**src/rtl/store_log_pkg.sv**
```systemverilog
// Shared types and default constants for the store event logger.
package store_log_pkg;

    localparam int DEF_DEPTH = 8;
    localparam int DEF_TS_W  = 16;
    localparam int DEF_SEQ_W = 10;

    // Ceiling of the saturating drop counter.
    localparam logic [7:0] DROP_SAT = 8'd255;

    // One logged store event at the default widths.
    typedef struct packed {
        logic [DEF_TS_W-1:0]  ts;
        logic [DEF_SEQ_W-1:0] seq;
    } store_evt_t;

endpackage

```
**src/rtl/store_log_fifo.sv**
```systemverilog
// Single-clock FIFO of event records with push/pop/level.
// The caller gates push/pop: pop only when non-empty, push only when not
// full or together with a pop. A full FIFO with push and pop on the same
// edge writes into the slot being vacated, so the level stays at DEPTH.
module store_log_fifo
    import store_log_pkg::*;
#(
    parameter int  DEPTH = DEF_DEPTH,
    parameter type T     = store_evt_t
) (
    input  logic                   clk,
    input  logic                   rst_n,
    input  logic                   push_i,
    input  logic                   pop_i,
    input  T                       data_i,
    output T                       head_o,
    output logic [$clog2(DEPTH):0] level_o,
    output logic                   full_o
);

    localparam int PTR_W = $clog2(DEPTH);
    localparam int LVL_W = PTR_W + 1;
    localparam logic [PTR_W-1:0] PTR_ONE = PTR_W'(1);
    localparam logic [LVL_W-1:0] LVL_ONE = LVL_W'(1);
    localparam logic [LVL_W-1:0] LVL_FULL = LVL_W'(DEPTH);

    T                 mem_q [DEPTH];
    logic [PTR_W-1:0] wr_ptr_q;
    logic [PTR_W-1:0] rd_ptr_q;
    logic [LVL_W-1:0] level_q;
    logic [LVL_W-1:0] level_d;

    // Next occupancy: push adds one, pop removes one, both leave it unchanged.
    always_comb begin
        // NOTE: every always_comb output gets a default first so no path leaves it unassigned (no latch).
        level_d = level_q;
        case ({push_i, pop_i})
            2'b10:   level_d = level_q + LVL_ONE;
            2'b01:   level_d = level_q - LVL_ONE;
            default: level_d = level_q;
        endcase
    end

    // Pointers and level; pointers wrap naturally at DEPTH.
    always_ff @(posedge clk or negedge rst_n) begin
        // NOTE: state uses non-blocking assignments so every register samples pre-edge values.
        if (!rst_n) begin
            wr_ptr_q <= '0;
            rd_ptr_q <= '0;
            level_q  <= '0;
        end else begin
            if (push_i) wr_ptr_q <= wr_ptr_q + PTR_ONE;
            if (pop_i)  rd_ptr_q <= rd_ptr_q + PTR_ONE;
            level_q <= level_d;
        end
    end

    // Storage array write port.
    always_ff @(posedge clk) begin
        // NOTE: the data array is deliberately not reset; validity is tracked by level_q alone.
        if (push_i) mem_q[wr_ptr_q] <= data_i;
    end

    assign head_o  = mem_q[rd_ptr_q];
    assign level_o = level_q;
    assign full_o  = (level_q == LVL_FULL);

endmodule

```
**src/rtl/store_event_logger.sv**
```systemverilog
// Timestamps and sequence-numbers each sampled store strobe, buffers the
// records in a FIFO and presents them over a valid/ready port.
// Optional feature macro: STORE_LOG_DROP_CNT_EN enables the saturating
// drop counter; without it drop_count is tied to zero and drops show up
// only as gaps in evt_seq.
module store_event_logger
    import store_log_pkg::*;
#(
    parameter int DEPTH = DEF_DEPTH,
    parameter int TS_W  = DEF_TS_W,
    parameter int SEQ_W = DEF_SEQ_W
) (
    input  logic                   clk,
    input  logic                   rst_n,
    input  logic                   store_i,
    output logic                   evt_valid,
    input  logic                   evt_ready,
    output logic [TS_W-1:0]        evt_ts,
    output logic [SEQ_W-1:0]       evt_seq,
    output logic [$clog2(DEPTH):0] fifo_level,
    output logic [7:0]             drop_count
);

    // Record at this instance's widths.
    typedef struct packed {
        logic [TS_W-1:0]  ts;
        logic [SEQ_W-1:0] seq;
    } evt_t;

    localparam logic [TS_W-1:0]  TS_ONE  = TS_W'(1);
    localparam logic [SEQ_W-1:0] SEQ_ONE = SEQ_W'(1);

    logic [TS_W-1:0]  ts_q;
    logic [TS_W-1:0]  ts_d;
    logic [SEQ_W-1:0] seq_q;
    logic [SEQ_W-1:0] seq_d;
    logic             fifo_full;
    logic             push;
    logic             pop;
    evt_t             new_evt;
    evt_t             head;

    // Timestamp free-runs; sequence advances on every event, kept or dropped.
    always_comb begin
        ts_d  = ts_q + TS_ONE;
        seq_d = seq_q;
        if (store_i) seq_d = seq_q + SEQ_ONE;
    end

    // Timestamp and sequence counters.
    always_ff @(posedge clk or negedge rst_n) begin
        if (!rst_n) begin
            ts_q  <= '0;
            seq_q <= '0;
        end else begin
            ts_q  <= ts_d;
            seq_q <= seq_d;
        end
    end

    // Records carry the counter values from before this edge's increment.
    assign new_evt = '{ts: ts_q, seq: seq_q};

    assign evt_valid = (fifo_level != '0);
    assign pop       = evt_valid & evt_ready;
    assign push      = store_i & (~fifo_full | pop);

    store_log_fifo #(
        .DEPTH (DEPTH),
        .T     (evt_t)
    ) u_fifo (
        .clk     (clk),
        .rst_n   (rst_n),
        .push_i  (push),
        .pop_i   (pop),
        .data_i  (new_evt),
        .head_o  (head),
        .level_o (fifo_level),
        .full_o  (fifo_full)
    );

    // Head fields read zero when empty, which also gives clean reset values.
    assign evt_ts  = evt_valid ? head.ts  : '0;
    assign evt_seq = evt_valid ? head.seq : '0;

`ifdef STORE_LOG_DROP_CNT_EN
    logic       drop;
    logic [7:0] drop_cnt_q;
    logic [7:0] drop_cnt_d;

    assign drop = store_i & fifo_full & ~pop;

    // Count drops, holding at the ceiling.
    always_comb begin
        drop_cnt_d = drop_cnt_q;
        if (drop && (drop_cnt_q != DROP_SAT)) drop_cnt_d = drop_cnt_q + 8'd1;
    end

    // Drop counter register.
    always_ff @(posedge clk or negedge rst_n) begin
        if (!rst_n) drop_cnt_q <= '0;
        else        drop_cnt_q <= drop_cnt_d;
    end

    assign drop_count = drop_cnt_q;
`else
    assign drop_count = 8'd0;
`endif

endmodule

```
**config.mk**
```make
export PLATFORM = sky130hd
export DESIGN_NAME = store_event_logger
export DESIGN_NICKNAME = d
export VERILOG_FILES = /design/src/rtl/store_log_pkg.sv /design/src/rtl/store_log_fifo.sv /design/src/rtl/store_event_logger.sv
export SDC_FILE = /design/constraint.sdc
export NUM_CORES = 1
export LEC_CHECK = 0
export BUFFER_PORTS_ARGS = -buffer_cell sky130_fd_sc_hd__clkbuf_2
export CAP_MARGIN = 30
export CORE_UTILIZATION = 40
export DETAILED_ROUTE_END_ITERATION = 16
export PLACE_DENSITY_LB_ADDON = 0.3
export REMOVE_ABC_BUFFERS = 1
export SLEW_MARGIN = 40
export SYNTH_ARGS = -nofsm -noshare
export SYNTH_HDL_FRONTEND = slang
export SYNTH_SLANG_ARGS = --single-unit
```
**constraint.sdc**
```tcl
create_clock -name clk -period 4.1 [get_ports clk]
set_clock_uncertainty 0.1 [all_clocks]
set_input_delay 0.41 -clock clk [delete_from_list [all_inputs] [get_ports clk]]
set_output_delay 0.41 -clock clk [all_outputs]
set_load 0.03 [all_outputs]
```
# == After elaboration in Yosys (flattened, before gate mapping) ==
# Memories as Yosys holds them, arrays and structs flattened.
# Cells that the tools add are included.
# classes
add_sub_neg,6
eq_ne,3
n_mux,5
n_bitwise,4
n_reduce_logical,2
# ops
op,count
16-bit by 1-bit adder with 16-bit output (second input constant),1
16-bit two-way mux,1
10-bit by 1-bit adder with 10-bit output (second input constant),1
10-bit two-way mux,1
4-bit case mux with 2 select lines,1
3-bit by 1-bit adder with 3-bit output (second input constant),2
4-bit by 1-bit adder with 4-bit output (second input constant),1
4-bit == test (second input constant),1
4-bit nonzero test,1
4-bit by 1-bit subtractor with 4-bit output (second input constant),1
1-bit AND,2
2-bit by 1-bit == test with 1-bit output (second input constant),1
2-bit == test (second input constant),1
1-bit two-way mux,2
2-bit nonzero test,1
1-bit NOT,1
1-bit OR,1
# totals
regBits,36
ramBits,208
in_bits,4
out_inout_bits,39
wordCells,26
memories,1
# memory_table
name,words,width,rd,rd_ports_with_merged_regs,write_ports,line_no,rtl
u_fifo.mem_q,8,26,1,0,1,store_log_fifo.sv:27,T mem_q [DEPTH];

# == Longest topological paths before layout ==
# Gate-level depths: netlist of run 1.
# logic_depth
word_depth,6
ltp_mapped,11
depth_no_buf,10

# == By module ==
# Synthesis of run 1 repeated with hierarchy kept, for this count alone.
# unflattened
cells_unflattened,488
hier_area_um2,9950.8
# modules_own_cells
module,instances,cells_each,area_each_um2,seq_area_each_um2
store_log_fifo,1,354,8567.0,6496.2
store_event_logger,1,134,1383.8,650.6

# == Worst setup path after synthesis of run 1 ==
# No wires, ideal clock.
# synth_timing
path_type,register to register
start,reg u_fifo.level_q[2] (netlist: u_fifo.level_o[2])
end,mem u_fifo.mem_q[0][0] (netlist name) (enable)
arrival_time_ns,2.933
required_time_ns,3.558
path_slack_ns,0.625
path_stages_with_launch,6
n_path_buf,1
synth_period_minus_slack_ns,3.475
cell_sequence,dfrtp_1 or3_1 buf_6 o21a_1 nand2b_1 nor3_1
# synth_via
elab_chain_len,6
elab_cells_between_ends,8
cone_classes,eq/ne (1); mux (2); bitwise (4); reduce/logical (1)
# synth_lines
element,line_no,rtl
from (decl),store_log_fifo.sv:30,logic [LVL_W-1:0] level_q;
from (signal assigned),store_log_fifo.sv:54,level_q <= level_d;
4-bit nonzero test / 4-bit == test (equally long branches),"store_event_logger.sv:64, store_log_fifo.sv:66",
1-bit AND / 1-bit NOT (equally long branches),"store_event_logger.sv:65, store_event_logger.sv:66",
1-bit OR (*),store_event_logger.sv:66,assign push = store_i & (~fifo_full | pop);
1-bit AND (*),store_event_logger.sv:66,
1-bit two-way mux (*),store_log_fifo.sv:61,if (push_i) mem_q[wr_ptr_q] <= data_i;
1-bit two-way mux (not written as such) (*),store_log_fifo.sv:61,
to (decl),store_log_fifo.sv:27,
# Mark *: on every way between the ends. The rest lies on a longest branch, timed or not.

# == Final worst setup path of run 1 ==
# layout_timing
start,reg u_fifo.rd_ptr_q[0]
end,out evt_ts[5]
# layout_via
elab_chain_len,2
# layout_lines
element,line_no,rtl
from (decl),store_log_fifo.sv:29,logic [PTR_W-1:0] rd_ptr_q;
from (signal assigned),store_log_fifo.sv:53,if (pop_i) rd_ptr_q <= rd_ptr_q + PTR_ONE;
memory read 8 x 26 bit,n/a,
16-bit two-way mux,store_event_logger.sv:83,assign evt_ts = evt_valid ? head.ts : '0;
to (decl),store_event_logger.sv:18,"output logic [TS_W-1:0] evt_ts,"
# Every way passes these cells.

==> results.sh, run 1 <==
export IMPL_final_util_pct=46.78
export IMPL_vdd_drop_max_mv=0.3956
export IMPL_pre_cts_slack_ns=1.184
export IMPL_synth_top_cell_by_area="edfxtp_1"
export IMPL_final_hold_violation_count=0
export IMPL_die_area_sq_mm=0.02490
export IMPL_cap_violations=0
export IMPL_drc=0
export IMPL_fillCellCount=1969
export IMPL_setup_ws_ns=0.9780
export IMPL_dieHeight_microns=157.8
export IMPL_post_cts_buffers=0
export IMPL_switchingPower_mw=2.710
export IMPL_timing_rr_end="u_fifo.level_o[3]"
export IMPL_wirelength_microns=18210
export IMPL_setup_violations_final=0
export IMPL_p_seq_share_pct=43.7
export IMPL_synth_edf_count=208
export IMPL_grt_total_usage_pct=15.59
export IMPL_clock_latency_ns=0.51
export IMPL_io_buffers=34
export IMPL_final_area_sq_mm=0.01105
export IMPL_die_x_microns=157.8
export IMPL_synth_area_per_cell_sq_um=19.69
export IMPL_cts_buffers=25
export IMPL_cts_tree="yes"
export IMPL_synthMostInstantiatedCell="edfxtp_1"
export IMPL_dp_cells=835
export IMPL_start_kind="register"
export IMPL_hold_class="in -> reg"
export IMPL_end_kind="output port"
export IMPL_clockPowerShare_pct=26.0
export IMPL_drv_slew=0
export IMPL_yosysSeqAreaShare_pct=73.62
export IMPL_startpoint="u_fifo.rd_ptr_q[0]"
export IMPL_fin_hold_ws_ns=0.2309
export IMPL_endpoint="evt_ts[5]"
export IMPL_clockBufferDepth=3
export IMPL_sw_frac_of_total_pct=33.41
export IMPL_r2r_start="u_fifo.level_o[2]"
export IMPL_worstRegToRegCells=10
export IMPL_fmax_mhz=320.3
export IMPL_synth_top_area_share_pct=64.34
export IMPL_pwr_density_cell_mw_per_mm2=734.4
export IMPL_p_int_mw=5.402
export IMPL_grt_pass1_vias=4803
export IMPL_synth_cell_types=41
export IMPL_slowest_delay_ns=0.69
export IMPL_io_pins=43
export IMPL_yosysWarnings=0
export IMPL_tightest_slew_ns=0.6412
export IMPL_grt_antenna_before_repair=0
export IMPL_wl_per_cell_microns=20.67
export IMPL_synth_common_cells="edfxtp_1, mux4_2, dfrtp_1, nor2_1, mux2i_1"
export IMPL_multi_input_area_sq_mm=0.002407
export IMPL_finalPower_mw=8.112
export IMPL_register_area_sq_mm=0.007156
export IMPL_power_leakage_nw=3.959
export IMPL_cts_sinks=244
export IMPL_crit_fanout=36
export IMPL_period_needed_ns=3.122
export IMPL_fin_nets=555
export IMPL_ys_ff_latch=244
export IMPL_slew_headroom_pct=57.21
export IMPL_netlist_area_sq_mm=0.009708
export IMPL_period_share_pct=76.15
export IMPL_finalWeightedCongestion=0.6857
export IMPL_synth_area_leaders="edfxtp_1, mux4_2, dfrtp_1"
export IMPL_rsz0062_at_grt="no"
export IMPL_drt_iter0_markers=340
export IMPL_initial_utilization_pct=41.11
export IMPL_p_comb_share_pct=30.2
export IMPL_path_clk_slew_ns=0.06
export IMPL_root_buffer="clkbuf_16"
export IMPL_grt_overflow_total=0
export IMPL_area_growth_pct=13.78
export IMPL_synthCells=493
export IMPL_antennaDiodeCount=0
export IMPL_critPathKind="reg -> out"
export IMPL_firstDrtPassIters=6
export IMPL_reg2reg_setup_slack_ns=1.15
export IMPL_dp_final_hpwl_microns=9724
export IMPL_place_area_sq_mm=0.01027
export IMPL_crit_slowest_cell="dfrtp_4"
export IMPL_status="finished clean"
export IMPL_grt_pass1_wl_microns=28350
export IMPL_setup_tns_ns=0
export IMPL_async_flop_share_pct=14.75
export IMPL_antenna_left=0
export IMPL_cp_arrival_ns=2.61
export IMPL_cp_required_ns=3.59
export IMPL_grt_max_degree=37
export IMPL_crit_chain="buf_12 > mux4_2 > mux2i_1 > nor2_1 > clkbuf_2"
export IMPL_synth_flop_cell="edfxtp_1"
export IMPL_via_count=4557
export IMPL_drt_vias_per_instance=5.173
export IMPL_core_sq_mm=0.02361
export IMPL_num_rows=56
export IMPL_cts_resized_gates=0
export IMPL_drive_gt1_share_pct=26.87
export IMPL_final_cells=881
export IMPL_h_tree_depth=1
[metal layers]
metal / global-route usage, % / share of wire [%] / up-vias
li1: - / - / 2028
met1: 21.34 / 45 / 2393
met2: 25.76 / 48 / 105
met3: 2.464 / 4.1 / 31
met4: 4.531 / 2.4 / 0
met5: 0 / 0 / -
[cell families (layout without fill, tap and decap cells)]
family          Yosys count  in the layout  share of synthesized area (%)
xor+xnor                 30             30                          2.707
fa+ha+maj                 7              7                         0.9795
flops                   244            244                          73.62
other cells               1              8                        0.03863
compound gates            9              9                         0.8765
simple gates             86             86                          4.434
buf+inv                  34             96                          2.114
mux                      82             82                          15.23
[worst min-delay path by stage]
stage                  startpoint                  to  slack, ns  cells past startpoint
6_report                evt_ready  u_fifo.rd_ptr_q[0]       0.23                      3
5_1_grt                 evt_ready  u_fifo.rd_ptr_q[0]       0.22                      3
4_1_cts                 evt_ready  u_fifo.rd_ptr_q[0]       0.20                      3
3_5_place_dp                rst_n   u_fifo.level_o[0]       0.37                      1
3_3_place_gp   u_fifo.wr_ptr_q[2]  u_fifo.wr_ptr_q[2]       0.38                      1
2_1_floorplan               rst_n            seq_q[0]       0.01                      0
[sequential cells by signal, indices dropped and copies added (netlist names)]
register         count
u_fifo.wr_ptr_q      3
u_fifo.mem_q       208
u_fifo.rd_ptr_q      3
seq_q               10
ts_q                16
u_fifo.level_o       4
[critical path, delay by kind of cell (launching register included)]
| kind | cells | cell delay (ns) |
|---|---|---|
| buffers and inverters | 2 | 0.56 |
| flip-flops | 1 | 0.69 |
| multiplexers | 2 | 0.76 |
| AND/OR/NAND/NOR | 1 | 0.08 |
[what timing repair did]
item / in CTS / in global routing
endpoints found under the hold margin: 36 / 0
hold buffers: 1 / 0
setup endpoints to repair: 0 / 0
[final cells by class]
cell class                 count  area share, %
timing repair buffer          46          2.741
sequential                   244          64.78
tap                          319          3.614
clock inverter                 6         0.4871
multi-input combinational    222          21.79
clock buffer                  39          6.411
inverter                       5         0.1699
[power by group through the flow]
stage / combinational [mW] / clock, mW / sequential (mW)
2_1_floorplan: 1.69 / 0 / 3.61
3_3_place_gp: 2.48 / 0 / 3.57
3_5_place_dp: 2.52 / 0 / 3.61
4_1_cts: 2.52 / 2.15 / 3.56
5_1_grt: 2.66 / 2.25 / 3.61
6_report: 2.45 / 2.11 / 3.55
[cells in the final DEF (no fill, tap or decap), types with 5 or more instances in the layout]
cell,netlist,routed
and3_1,6,6
buf_4,14,8
clkbuf_1,2,11
clkbuf_16,0,25
clkbuf_2,1,33
conb_1,1,8
dfrtp_1,36,33
edfxtp_1,208,208
ha_1,6,6
mux2i_1,27,27
mux4_2,52,52
nand2_1,11,11
nand3_1,13,13
nand4_1,5,5
nor2_1,36,30
nor2_2,0,6
xnor2_1,25,25
xor2_1,5,5
No activity file was read; power rests on OpenSTA's default activity.
==> run 2: changes to the inputs <==
Clock period 4.1 ns to 2.6 ns, I/O delays scaled along.
==> results.sh, run 2 (same netlist as run 1, synthesis figures left out) <==
export IMPL_antennaDiodeCount=0
export IMPL_sw_frac_of_total_pct=32.60
export IMPL_drt_iter0_markers=292
export IMPL_clock_latency_ns=0.51
export IMPL_tightest_slew_ns=0.7283
export IMPL_top_layer_used="met4"
export IMPL_fin_hold_ws_ns=0.04222
export IMPL_status="finished clean"
export IMPL_finalPower_mw=13.81
export IMPL_period_share_pct=99.92
export IMPL_h_tree_depth=1
export IMPL_drive_gt1_share_pct=31.99
export IMPL_most_common_layout_cells="edfxtp_1, mux4_2, dfrtp_1"
export IMPL_fin_nets=587
export IMPL_cap_violations=0
export IMPL_drt_vias_per_instance=5.150
export IMPL_met3_length_microns=729
export IMPL_io_pins=43
export IMPL_grt_pass1_vias=5119
export IMPL_pwr_density_cell_mw_per_mm2=1188
export IMPL_clockBufferDepth=3
export IMPL_dp_cells=855
export IMPL_cts_sinks=244
export IMPL_wl_met1_microns=8240
export IMPL_p_comb_share_pct=36.7
export IMPL_path_clk_slew_ns=0.06
export IMPL_start_kind="register"
export IMPL_finalWeightedCongestion=0.7591
export IMPL_period_needed_ns=2.598
export IMPL_top_register="u_fifo.mem_q"
export IMPL_drc=0
export IMPL_cts_tree="yes"
export IMPL_cp_required_ns=2.24
export IMPL_wirelength_microns=19100
export IMPL_grt_overflow_total=0
export IMPL_num_rows=56
export IMPL_vdd_drop_max_mv=0.5694
export IMPL_cp_arrival_ns=2.24
export IMPL_root_buffer="clkbuf_16"
export IMPL_setup_ws_ns=0.002076
export IMPL_reg_largest_list="u_fifo.mem_q: 208 flops, ts_q: 16 flops, seq_q: 10 flops"
export IMPL_final_hold_violation_count=0
export IMPL_setup_violations_final=0
export IMPL_place_area_sq_mm=0.01054
export IMPL_drv_slew=0
export IMPL_fmax_mhz=384.9
export IMPL_grt_max_degree=27
export IMPL_io_buffers=34
export IMPL_end_kind="output port"
export IMPL_wl_per_cell_microns=20.92
export IMPL_layout_commonest_cell="edfxtp_1"
export IMPL_setup_tns_ns=0
export IMPL_slew_headroom_pct=51.39
export IMPL_switchingPower_mw=4.501
export IMPL_hold_class="in -> reg"
export IMPL_core_sq_mm=0.02361
export IMPL_fillCellCount=1947
export IMPL_crit_fanout=5
export IMPL_clockPowerShare_pct=24.4
export IMPL_met2_length_microns=9755
export IMPL_pre_cts_slack_ns=-0.1056
export IMPL_critPathKind="reg -> out"
export IMPL_power_leakage_nw=4.199
export IMPL_die_area_sq_mm=0.02490
export IMPL_grt_total_usage_pct=16.07
export IMPL_cts_buffers=25
export IMPL_dp_final_hpwl_microns=11280
export IMPL_rsz0062_at_grt="yes"
export IMPL_final_util_pct=49.22
export IMPL_p_int_mw=9.306
export IMPL_p_seq_share_pct=38.9
export IMPL_area_growth_pct=19.71
export IMPL_dieHeight_microns=157.8
export IMPL_via_count=4702
export IMPL_final_area_sq_mm=0.01162
export IMPL_firstDrtPassIters=4
export IMPL_initial_utilization_pct=41.11
export IMPL_antenna_left=0
export IMPL_die_x_microns=157.8
export IMPL_grt_pass1_wl_microns=29560
export IMPL_final_cells=913
export IMPL_grt_antenna_before_repair=0
export IMPL_largest_reg_flops=208
[run 2: worst max-delay path, cell delays in order (launching register included)]
cell and delay (ns):
dfrtp_4 0.51, buf_4 0.15, buf_6 0.13, mux4_2 0.42
mux2i_1 0.22, nor2_1 0.12, clkbuf_8 0.19
[run 2: layer usage]
layer,vias up,global-route usage [%]
met5,-,0
met4,0,4.438
met3,29,2.026
met2,104,28.26
met1,2471,20.95
li1,2098,-
[run 2: final cells by class]
type                       instances  area (sq um)  area share [%]
clock buffer                      34         669.4           5.760
clock inverter                    11         102.6          0.8829
inverter                           5         18.77          0.1615
multi-input combinational        222          2460           21.17
sequential                       244          7156           61.57
tap                              319         399.1           3.435
timing repair buffer              78         815.8           7.020
[run 2: path summary, 6_finish.rpt]
path	cells after the start	slack [ns]	end	from
max in group asynchronous	3	1.50	ts_q[11]	rst_n
max	6	0.002	evt_seq[6]	u_fifo.rd_ptr_q[0]
min in group asynchronous	2	0.22	u_fifo.level_o[3]	rst_n
max reg2reg	10	0.07	u_fifo.level_o[3]	u_fifo.level_o[0]
min	4	0.04	u_fifo.wr_ptr_q[1]	store_i
min reg2reg	1	0.44	u_fifo.wr_ptr_q[2]	u_fifo.wr_ptr_q[2]
[run 2: power by group through the flow]
stage                     Clock [mW]  Sequential [mW]  Combinational [mW]
after floorplan                    0             5.69                2.67
after global placement             0             5.51                4.37
after detailed placement           0             5.55                4.44
after CTS                       3.44             5.44                4.73
after global routing            3.59             5.44                5.42
final                           3.36             5.37                5.07
[run 2: what timing repair did]
item / in CTS / in global routing
hold buffers: 1 / 0
setup endpoints to repair: 27 / 24
cloned: 0 / 3
pin swaps: 1 / 5
gates resized for setup: 18 / 40
buffers inserted: 5 / 4
endpoints found under the hold margin: 23 / 0
==> run 3: changes to the inputs <==
Settings changed: SYNTH_HIERARCHICAL set to 1.
==> results.sh, run 3 <==
export IMPL_wl_per_cell_microns=21.41
export IMPL_synth_area_leaders="edfxtp_1, mux4_1, dfrtp_1"
export IMPL_dieHeight_microns=159.7
export IMPL_p_seq_share_pct=37.6
export IMPL_drv_slew=0
export IMPL_drive_gt1_share_pct=37.97
export IMPL_cts_buffers=23
export IMPL_p_int_mw=9.738
export IMPL_timing_rr_end="u_fifo/level_o[2]"
export IMPL_fillCellCount=2042
export IMPL_synthMuxAreaShare_pct=17.13
export IMPL_core_sq_mm=0.02439
export IMPL_synth_top_family_by_area="multiplexers"
export IMPL_clockPowerShare_pct=23.4
export IMPL_drc=0
export IMPL_synth_top_area_share_pct=62.77
export IMPL_grt_total_usage_pct=14.79
export IMPL_switchingPower_mw=4.390
export IMPL_async_flop_share_pct=14.75
export IMPL_worstRegToRegCells=11
export IMPL_ys_ff_latch=244
export IMPL_synthCells=488
export IMPL_slew_headroom_pct=57.59
export IMPL_area_growth_pct=17.53
export IMPL_r2r_start="u_fifo/level_o[1]"
export IMPL_path_clk_slew_ns=0.06
export IMPL_synth_area_per_cell_sq_um=20.39
export IMPL_synth_cell_types=35
export IMPL_grt_max_degree=33
export IMPL_die_x_microns=159.7
export IMPL_power_leakage_nw=4.293
export IMPL_synth_adder_area_share_pct=0.8802
export IMPL_final_hold_violation_count=0
export IMPL_dp_final_hpwl_microns=10500
export IMPL_violations="setup timing"
export IMPL_setup_violations_final=23
export IMPL_wirelength_microns=19400
export IMPL_initial_utilization_pct=40.80
export IMPL_finalWeightedCongestion=0.7693
export IMPL_fin_hold_ws_ns=0.04190
export IMPL_layout_commonest_cell="edfxtp_1"
export IMPL_clockBufferDepth=3
export IMPL_fmax_mhz=376.2
export IMPL_io_buffers=34
export IMPL_pre_cts_slack_ns=-0.05927
export IMPL_largest_reg_flops=208
export IMPL_netlist_area_sq_mm=0.009951
export IMPL_vdd_drop_max_mv=0.6761
export IMPL_antennaDiodeCount=0
export IMPL_hold_class="in -> reg"
export IMPL_crit_fanout=8
export IMPL_yosysSeqAreaShare_pct=71.82
export IMPL_holdCritStartpoint="evt_ready"
export IMPL_grt_antenna_before_repair=0
export IMPL_status="finished with violations"
export IMPL_rsz0062_at_grt="yes"
export IMPL_synth_flop_cell="edfxtp_1"
export IMPL_most_common_layout_cells="edfxtp_1, mux4_2, dfrtp_1"
export IMPL_critPathKind="reg -> out"
export IMPL_reg2reg_setup_slack_ns=0.06
export IMPL_grt_overflow_total=0
export IMPL_synth_common_cells="edfxtp_1, mux4_1, dfrtp_1"
export IMPL_period_needed_ns=2.658
export IMPL_tightest_slew_ns=0.6362
export IMPL_synthSimpleGateAreaFrac_pct=4.828
export IMPL_drt_iter0_markers=395
export IMPL_io_pins=43
export IMPL_start_kind="register"
export IMPL_clock_latency_ns=0.50
export IMPL_cp_required_ns=2.24
export IMPL_top_register="u_fifo/mem_q"
export IMPL_yosysWarnings=6
export IMPL_die_area_sq_mm=0.02551
export IMPL_synth_edf_count=208
export IMPL_period_share_pct=102.2
export IMPL_synthMostInstantiatedCell="edfxtp_1"
export IMPL_synth_top_cell_by_area="edfxtp_1"
export IMPL_antenna_left=0
export IMPL_synth_xor_area_share_pct=2.817
export IMPL_sw_frac_of_total_pct=31.07
export IMPL_hold_path_end="u_fifo/rd_ptr_q[0]"
export IMPL_end_kind="output port"
export IMPL_cts_sinks=244
export IMPL_p_comb_share_pct=39.0
export IMPL_setup_ws_ns=-0.05794
export IMPL_via_count=4691
export IMPL_cp_arrival_ns=2.30
export IMPL_grt_pass1_vias=4888
export IMPL_pwr_density_cell_mw_per_mm2=1208
export IMPL_fin_nets=577
export IMPL_grt_pass1_wl_microns=28610
export IMPL_hold_depth=3
export IMPL_h_tree_depth=1
export IMPL_synth_compound_area_share_pct=0.2389
export IMPL_cap_violations=0
export IMPL_reg_largest_list="u_fifo/mem_q: 208 flops, ts_q: 16 flops, seq_q: 10 flops"
export IMPL_drt_vias_per_instance=5.178
export IMPL_firstDrtPassIters=4
export IMPL_root_buffer="clkbuf_16"
export IMPL_num_rows=57
export IMPL_cts_tree="yes"
==> run 3: changes by cell type in the layout (fill, tap and decap cells not counted), sizes merged, moves of 6 or more <==
cell,change
mux2,+27
nand3,-6
clkbuf,-14
mux2i,-27
and2,+27
xnor2,-14
nor2,-26
buf,+6
xor2,+16
==> run 3: worst max-delay path, cell delays in order, from the launching register on <==
cell       delay, ns
dfrtp_2         0.37
buf_12          0.18
clkbuf_16       0.19
mux4_2          0.49
mux2_4          0.29
and2_4          0.14
buf_6           0.13
==> run 3: cells by family (layout without fill, tap and decap cells) <==
logic type / count (synthesis) / after routing
and+or+nand+nor: 85 / 85
other: 1 / 8
DFF: 244 / 244
muxes: 82 / 82
buffers and inverters: 33 / 120
adders and majority gates: 7 / 7
xor gates and xnor gates: 32 / 32
AOI/OAI and AO/OA: 4 / 4
==> run 3: timing repair <==
item | CTS | global route
hold buffers | 2 | 0
cloned | 0 | 6
endpoints found under the setup margin | 28 | 28
resized for setup | 28 | 147
pin swaps | 0 | 4
hold endpoints to repair | 21 | 0
setup buffers | 0 | 3
==> run 3: per-layer routing <==
layer / vias to the layer above / part of all wire (%) / global-route usage, %
met5: - / 0 / 0
met4: 0 / 1.8 / 4.371
met3: 23 / 4.7 / 2.000
met2: 129 / 49 / 25.47
met1: 2461 / 44 / 19.60
li1: 2078 / - / -
==> run 3: power by group through the flow <==
stage	logic, mW	registers [mW]	clock network, mW
floorplan	2.55	5.61	0
global placement	4.17	5.32	0
detailed placement	4.22	5.37	0
CTS	4.40	5.29	3.39
global route	5.84	5.37	3.55
finish	5.51	5.31	3.31
==> run 3: per-stage QoR <==
| step | cell area, sq um | cells | TNS (ns) | power (mW) | utilization (%) |
|---|---|---|---|---|---|
| after floorplan | 9776 | 468 | -164.55 | 8.158 | - |
| after global placement | 10630 | 854 | 0 | 9.488 | 43.57 |
| after detailed placement | 10630 | 854 | -0.1043 | 9.594 | 43.57 |
| after CTS | 11470 | 897 | -3.059 | 13.08 | 47.04 |
| after global routing | 11700 | 906 | -2.459 | 14.76 | 47.95 |
| final | 11700 | 906 | -0.8054 | 14.13 | 47.95 |
==> run 3: how the worst max path moves through the flow <==
stage                       start                 end  slack (ns)  depth (start not counted)
2_1_floorplan   u_fifo/level_o[1]  u_fifo/mem_q[4][0]       -1.26                          5
3_3_place_gp    u_fifo/level_o[1]   u_fifo/level_o[2]        0.03                         11
3_5_place_dp    u_fifo/level_o[1]   u_fifo/level_o[2]       -0.06                         11
4_1_cts        u_fifo/rd_ptr_q[0]          evt_seq[6]       -0.17                          5
5_1_grt        u_fifo/rd_ptr_q[0]          evt_seq[4]       -0.12                          6
6_report       u_fifo/rd_ptr_q[0]          evt_seq[0]       -0.06                          6
==> run 3: cell type report <==
cell class | count | area, sq um | share of cell area (%)
Sequential cell | 244 | 7149 | 61.13
Tap cell | 324 | 405.4 | 3.466
Clock inverter | 9 | 100.1 | 0.8559
Inverter | 6 | 22.52 | 0.1926
Clock buffer | 32 | 659.4 | 5.638
Timing Repair Buffer | 73 | 785.8 | 6.719
Multi-Input combinational cell | 218 | 2572 | 22.00
